### config.mk
export PLATFORM = sky130hd
export DESIGN_NAME = pipe_wb_regfile
export DESIGN_NICKNAME = d
export VERILOG_FILES = /design/src/rtl/pipe_wb_regfile_pkg.sv /design/src/rtl/pipe_regfile32.sv /design/src/rtl/pipe_wb_regfile.sv
export SDC_FILE = /design/constraint.sdc
export NUM_CORES = 2
export LEC_CHECK = 0
export CORE_MARGIN = 2
export CORE_UTILIZATION = 45
export CTS_CLUSTER_DIAMETER = 200
export DETAILED_ROUTE_END_ITERATION = 16
export SLEW_MARGIN = 20
export SYNTH_ARGS = -nofsm -noshare
export SYNTH_HDL_FRONTEND = slang
export SYNTH_SLANG_ARGS = --single-unit
### constraint.sdc
create_clock -name clock -period 2.64 [get_ports clock]
set_input_delay 0.528 -clock clock [delete_from_list [all_inputs] [get_ports clock]]
set_output_delay 0.528 -clock clock [all_outputs]
set_load 0.05 [all_outputs]
### src/rtl/pipe_wb_regfile_pkg.sv
// Shared pipeline constants for the writeback / register-file slice.
// Holds the forwarding-select encodings and the register-file geometry.
package pipe_wb_regfile_pkg;

  localparam int DATA_W   = 32;
  localparam int REG_AW   = 5;
  localparam int NUM_REGS = 32;

  localparam logic [REG_AW-1:0] R0 = 5'd0;

  typedef enum logic [1:0] {
    FWD_REG  = 2'd0,
    FWD_EALU = 2'd1,
    FWD_MALU = 2'd2,
    FWD_MMO  = 2'd3
  } fwd_sel_e;

  // A live producer writes a real register that matches the consumer's source.
  function automatic logic producer_hit(input logic              wr_en,
                                        input logic [REG_AW-1:0] dst,
                                        input logic [REG_AW-1:0] src);
    return wr_en && (dst != R0) && (dst == src);
  endfunction

endpackage

### src/rtl/pipe_regfile32.sv
// 32x32 general register file: async active-low clear, one write port,
// two combinational read ports with write-to-read bypass; r0 reads zero.
module pipe_regfile32
  import pipe_wb_regfile_pkg::*;
(
  input  logic              clock,
  input  logic              resetn,
  input  logic              i_we,
  input  logic [REG_AW-1:0] i_wa,
  input  logic [DATA_W-1:0] i_wd,
  input  logic [REG_AW-1:0] i_ra,
  input  logic [REG_AW-1:0] i_rb,
  output logic [DATA_W-1:0] o_qa,
  output logic [DATA_W-1:0] o_qb
);

  logic [DATA_W-1:0] r_regs [NUM_REGS];

  // i_we already excludes r0, so entry 0 only ever holds its reset value.
  always_ff @(posedge clock or negedge resetn) begin
    if (!resetn) begin
      for (int i = 0; i < NUM_REGS; i++) r_regs[i] <= '0;
    end else if (i_we) begin
      r_regs[i_wa] <= i_wd;
    end
  end

  always_comb begin
    o_qa = r_regs[i_ra];
    if (i_ra == R0)
      o_qa = '0;
    else if (i_we && (i_wa == i_ra))
      o_qa = i_wd;
  end

  always_comb begin
    o_qb = r_regs[i_rb];
    if (i_rb == R0)
      o_qb = '0;
    else if (i_we && (i_wa == i_rb))
      o_qb = i_wd;
  end

endmodule

### src/rtl/pipe_wb_regfile.sv
// Writeback stage merged with the register file, ID-stage operand forwarding,
// load-use stall detection and a committed-write debug counter.
module pipe_wb_regfile
  import pipe_wb_regfile_pkg::*;
(
  input  logic              clock,
  input  logic              resetn,
  input  logic              wwreg,
  input  logic              wm2reg,
  input  logic [DATA_W-1:0] wmo,
  input  logic [DATA_W-1:0] walu,
  input  logic [REG_AW-1:0] wrn,
  input  logic [REG_AW-1:0] rs,
  input  logic [REG_AW-1:0] rt,
  input  logic              ewreg,
  input  logic              em2reg,
  input  logic [REG_AW-1:0] ern,
  input  logic              mwreg,
  input  logic              mm2reg,
  input  logic [REG_AW-1:0] mrn,
  output logic [DATA_W-1:0] qa,
  output logic [DATA_W-1:0] qb,
  output logic [DATA_W-1:0] wdi,
  output logic [1:0]        fwda,
  output logic [1:0]        fwdb,
  output logic              stall,
  output logic [DATA_W-1:0] wbcount
);

  logic              w_commit;
  logic [DATA_W-1:0] r_wbcount;
  fwd_sel_e          w_fwda;
  fwd_sel_e          w_fwdb;

  assign wdi      = wm2reg ? wmo : walu;
  assign w_commit = wwreg && (wrn != R0);

  pipe_regfile32 u_regfile (
    .clock  (clock),
    .resetn (resetn),
    .i_we   (w_commit),
    .i_wa   (wrn),
    .i_wd   (wdi),
    .i_ra   (rs),
    .i_rb   (rt),
    .o_qa   (qa),
    .o_qb   (qb)
  );

  // E beats M; an E-stage load has no ALU result yet, so it never forwards.
  function automatic fwd_sel_e fwd_for(input logic [REG_AW-1:0] src);
    if (producer_hit(ewreg && !em2reg, ern, src))
      return FWD_EALU;
    else if (producer_hit(mwreg, mrn, src))
      return mm2reg ? FWD_MMO : FWD_MALU;
    else
      return FWD_REG;
  endfunction

  assign w_fwda = fwd_for(rs);
  assign w_fwdb = fwd_for(rt);
  assign fwda   = w_fwda;
  assign fwdb   = w_fwdb;

  assign stall = producer_hit(ewreg && em2reg, ern, rs) ||
                 producer_hit(ewreg && em2reg, ern, rt);

  always_ff @(posedge clock or negedge resetn) begin
    if (!resetn)
      r_wbcount <= '0;
    else if (w_commit)
      r_wbcount <= r_wbcount + 32'd1;
  end

  assign wbcount = r_wbcount;

endmodule

# After elaboration in Yosys (flattened, before gate mapping)
# Index checks and enable logic that the tools add are counted.
[word_totals]
register_bits = 1056
in_bits = 97
elab_cells = 88
[op_classes]
add_sub_neg = 1
n_lt_le_gt_ge = 4
n_eq_ne = 6
mux = 19
bitwise = 3
n_reduce_logical = 22
[op_table]
columns = ["op", "n"]
rows = [
  ["1024-bit bitwise mux", 1],
  ["32-bit binary-select mux with 5-bit select", 2],
  ["32-bit two-way mux", 10],
  ["32-bit demux with 5-bit select", 1],
  ["32-bit by 1-bit adder with 32-bit output (second input constant)", 1],
  ["5-bit == test", 6],
  ["6-bit greater-or-equal comparator (second input constant)", 3],
  ["5-bit inverter with 6-bit output", 3],
  ["1-bit logical AND", 15],
  ["5-bit nonzero test", 3],
  ["5-bit zero test", 2],
  ["2-bit two-way mux", 4],
  ["6-bit by 1-bit < comparator with 1-bit output (second input constant)", 1],
  ["1-bit zero test", 1],
  ["1-bit logical OR", 1],
  ["1-bit two-way mux", 1],
]

# Logic depth before layout (Yosys ltp)
[depth]
depth_word = 6
ltp_mapped = 11

# By module
# From an unflattened synthesis, not the netlist that was laid out.
[unflattened]
cells_unflattened = 4176
area_unflattened_um2 = 57740.4
[by_module_without_submodules]
columns = ["module", "n_inst", "cells_per_inst", "area_per_inst_um2"]
rows = [
  ["pipe_regfile32", 1, 3964, 55617.1],
  ["pipe_wb_regfile", 1, 212, 2123.3],
]

# Worst setup path after synthesis
# No wires, ideal clock.
[synth_timing]
path_kind = "in2out"
startpoint = "in rs[0]"
endpoint = "out qa[14]"
arrival_time_ps = 3069
required_time_ps = 2112
path_slack_ps = -957
path_stages = 9
cell_sequence = "buf_4 -> buf_8 -> buf_8 -> buf_12 -> mux2i_1 -> a221oi_2 -> o21ai_1 -> a211o_1 -> a221oi_1"
[synth_via]
elab_chain_cells = 6
word_cells_on_any_way = 9
classes_between = "eq/ne (1); mux (5); bitwise (1); reduce/logical (2)"
[synth_lines]
columns = ["element", "line", "text"]
rows = [
  ["start, declared", "pipe_wb_regfile.sv:13", "input logic [REG_AW-1:0] rs,"],
  ["5-bit inverter with 6-bit output (implied by the code)", "pipe_regfile32.sv:29", "o_qa = r_regs[i_ra];"],
  ["32-bit binary-select mux with 5-bit select", "pipe_regfile32.sv:29", ""],
  ["32-bit two-way mux (implied by the code) (2 in a row)", "pipe_regfile32.sv:29", ""],
  ["32-bit two-way mux", "pipe_regfile32.sv:32", "else if (i_we && (i_wa == i_ra))"],
  ["32-bit two-way mux *", "pipe_regfile32.sv:30", "if (i_ra == R0)"],
  ["end, declared", "pipe_wb_regfile.sv:21", "output logic [DATA_W-1:0] qa,"],
]
# Mark *: on every way between the ends. The rest lies on a longest branch, timed or not. The select of a mux whose other input is x is not followed.

# Worst setup path in the final report
[layout_timing]
startpoint = "reg u_regfile.r_regs[264] (netlist name)"
endpoint = "out qa[8]"
[layout_via]
elab_chain_cells = 5
[layout_lines]
columns = ["element", "line", "text"]
rows = [
  ["start, declared", "pipe_regfile32.sv:17", "logic [DATA_W-1:0] r_regs [NUM_REGS];"],
  ["start signal, assigned by index", "pipe_regfile32.sv:24", "r_regs[i_wa] <= i_wd;"],
  ["32-bit binary-select mux with 5-bit select", "pipe_regfile32.sv:29", ""],
  ["32-bit two-way mux (implied by the code) (2 in a row)", "pipe_regfile32.sv:29", ""],
  ["32-bit two-way mux", "pipe_regfile32.sv:32", ""],
  ["32-bit two-way mux", "pipe_regfile32.sv:30", ""],
]
# No other way between the ends. The select of a mux whose other input is x is not followed.

==> metrics <==
pin count of the biggest net entering global routing 89; Clock Sinks between 1000 and 1500; Final Setup Violations 65; initial antenna violation count 5; Synth Warn # 0; status finished with violations; Die Wd between 300 and 400 microns; Die Span Y approximately 360 microns; total nets after synthesis about 5200; CP Launch Type flip-flop; Inst Count DP roughly 7100; reg2reg setup slack roughly 660 ps; footprint of the multi-input gates 0.0290 sq mm; gr usage total 0.342; 1st-iter DRT viols around 5400; relative slew slack 0.531; Worst Setup End Kind output pin; maximum fanout along the worst path 3; DRT Pass-1 Iters 6; failing checks setup timing; Clock Latency Late Sink 730 ps; Initial Util 0.452; area grow syn2layout 32.1%; sequential cell area 0.0264 sq mm; Rows approximately 130; Slew @ Worst Pin approximately 700 ps; Lkg Pwr roughly 32 nW; Final WS setup -849 ps; non-filler cells, final 7476; mapped cell area 0.0558 sq mm; Max Cap Viol 0; routed vias ~47000; layout cell share with drive strength beyond 1 0.328; synthesized instance count ~5000; first-pass GRT wire length 317 mm; part of the Yosys area used for sequential elements 0.474; DP Wirelength ~140 mm; total gr overflow 0; kind of critical path flip-flop to output pin; RSZ-0062 raised after global routing yes; crit path DAT between 2000 and 3000 ps; number of synthesized flops with an enable pin 0; Final Hold Fails 0; DRC Markers 0; WL/cell roughly 29 microns; Ant. Diodes 0; synth unique cells 64; number of global-route vias before repair about 46000; min-delay worst type primary input to asynchronous set/reset pin; Fmax about 290 MHz; Post-Syn Area per Cell 10.9 sq um; worst endpoint required time 2110 ps; CTS Buf Count approximately 110; total power between 0.05 and 0.06 W; Main synth FF type dfrtp_1; CTS tree yes; Power Dens Cells 751 mW/mm^2; Buffers on Ports roughly 230; GP Congestion 0.920; Placement Setup Slack -1080 ps; drt total wl about 220 mm; Final nets 5840; Synth Register Bits 1056; Final Slew Violations 0; crit share post-route 1.32; Final ANT Viol Nets 0; Final Util 0.598; Synth async-reset ratio 1.00; CTS max path bufs 3; die area ~0.13 sq mm; Worst-path clk slew ~60 ps; Vias/cell 6.26; CTS root buf clkbuf_16; peak supply drop a little over 0.0009 V; min Tclk post-route between 3000 and 4000 ps; H-tree Lvls 3; number of fill cells a little under 10000; Setup Skew between 5 and 6 ps; core box area approximately 0.12 sq mm; top-level I/O count 230
==> power breakdown <==
group,switching (W),total [W],internal [W]
clock,0.00697,0.0174,0.0104
combinational,0.00769,0.0156,0.00788
sequential,0.00276,0.0224,0.0196
total,0.0174,0.0553,0.0379
==> what timing repair did <==
| item | CTS | global route |
|---|---|---|
| hold endpoints to repair | 23 | 0 |
| setup buffers | 136 | 55 |
| hold buffers | 1 | 0 |
| pin swaps | 111 | 106 |
| cloned | 14 | 2 |
| resized for setup | 283 | 151 |
| setup endpoints to repair | 70 | 69 |
==> final timing paths <==
kind	startpoint	end	cells after the start
setup / recovery	u_regfile.r_regs[264]$_DFFE_PN0P_	qa[8]	5
min in group clock	u_regfile.r_regs[996]$_DFFE_PN0P_	u_regfile.r_regs[996]$_DFFE_PN0P_	0
setup reg to reg	wbcount[10]$_DFFE_PN0P_	wbcount[31]$_DFFE_PN0P_	6
max in group asynchronous	resetn	u_regfile.r_regs[943]$_DFFE_PN0P_	4
hold / removal	resetn	u_regfile.r_regs[766]$_DFFE_PN0P_	2
hold reg to reg	u_regfile.r_regs[996]$_DFFE_PN0P_	u_regfile.r_regs[996]$_DFFE_PN0P_	0
==> stage by stage <==
| stage | instance area [sq um] | hold WS (ps) | setup TNS [ps] |
|---|---|---|---|
| 5_1_grt | 73700 | 352 | -36660 |
| 6_report | 73700 | 359 | -33360 |
| 4_1_cts | 72600 | 330 | -34860 |
| 3_3_place_gp | 66100 | 377 | -49320 |
| 2_1_floorplan | 56900 | 232 | -9390 |
| 3_5_place_dp | 66100 | 383 | -49330 |
==> per-layer routing <==
layer | wire length (microns) | global-route usage | vias to the layer above | part of all wire
met2 | 97900 | 0.522 | 2600 | 0.45
met1 | 84300 | 0.454 | 23700 | 0.39
met3 | 22500 | 0.0894 | 616 | 0.10
met5 | 22 | 0 | - | 0.00010
met4 | 13200 | 0.172 | 4 | 0.061
li1 | - | - | 19900 | -
==> registers in the layout, summed over array words and instances (netlist names) <==
signal	flops
u_regfile.r_regs	1024
wbcount	32
==> layout make-up <==
type | count | area share
timing repair buffer | 1056 | 0.164
multi-input combinational | 3478 | 0.393
sequential | 1056 | 0.358
clock buffer | 171 | 0.0452
tap | 1637 | 0.0278
clock inverter | 41 | 0.00962
inverter | 37 | 0.00192
==> cell usage after synthesis, types with 5 or more instances <==
master | number | area, sq um
a32oi_1 | 25 | 219
mux2i_1 | 275 | 2750
a221oi_2 | 14 | 210
nand3_1 | 49 | 245
xor2_1 | 18 | 158
o211ai_1 | 27 | 203
and2_1 | 6 | 37.5
dfrtp_1 | 1056 | 26400
a31oi_1 | 13 | 81.3
inv_1 | 34 | 128
o21ai_0 | 549 | 2750
nor2_2 | 5 | 31.3
clkbuf_1 | 368 | 1380
buf_6 | 42 | 473
buf_2 | 78 | 390
mux2_2 | 11 | 124
buf_4 | 24 | 180
buf_1 | 10 | 37.5
nor2_1 | 540 | 2030
mux4_1 | 10 | 263
and4_1 | 6 | 52.6
nor3_1 | 28 | 140
o22ai_1 | 6 | 37.5
a221oi_1 | 73 | 639
nor2b_1 | 12 | 75.1
and3_1 | 14 | 87.6
o21ai_1 | 30 | 150
o211a_1 | 5 | 50.1
mux4_2 | 433 | 9750
buf_12 | 7 | 140
a22oi_1 | 30 | 225
a221o_1 | 16 | 160
a211o_1 | 8 | 70.1
nand4_1 | 23 | 144
buf_8 | 6 | 90.1
nand2_1 | 617 | 2320
xnor2_1 | 43 | 377
a21oi_1 | 548 | 2740
==> placed cells by master, fill, tap and decap left out, types with 18 or more instances in the layout <==
master           count
a21oi_1            530
a221oi_2            52
a221oi_4            20
a22oi_2             18
a32oi_1             25
buf_12             226
buf_16              25
buf_4              592
buf_6               70
buf_8               22
bufinv_16           18
clkbuf_1            33
clkbuf_16          118
clkbuf_8            22
clkdlybuf4s50_1     99
clkinv_2            20
dfrtp_1           1055
inv_1               33
mux2i_1            224
mux2i_4             39
mux4_2             441
nand2_1            586
nand2_4             18
nand3_1             41
nand4_1             23
nor2_1             519
nor2_4              21
o211ai_1            27
o21ai_0            507
o21ai_1             28
o21ai_2             31
xnor2_1             38
==> cell families after synthesis <==
kind of cell / count (synthesis) / share of synthesized area
compound gates: 1362 / 0.138
xor+xnor: 61 / 0.00958
fa+ha+maj: 1 / 0.000224
buf+inv: 578 / 0.0520
flops: 1056 / 0.474
mux: 729 / 0.231
simple gates: 1325 / 0.0960
==> worst max-delay path, cell delays in order (launching register included) <==
cell and delay (ps):
dfrtp_1 400, mux4_2 470, mux4_2 540, o211ai_1 480, o21ai_2 150, buf_12 180
(Power assumes the default switching activity.)
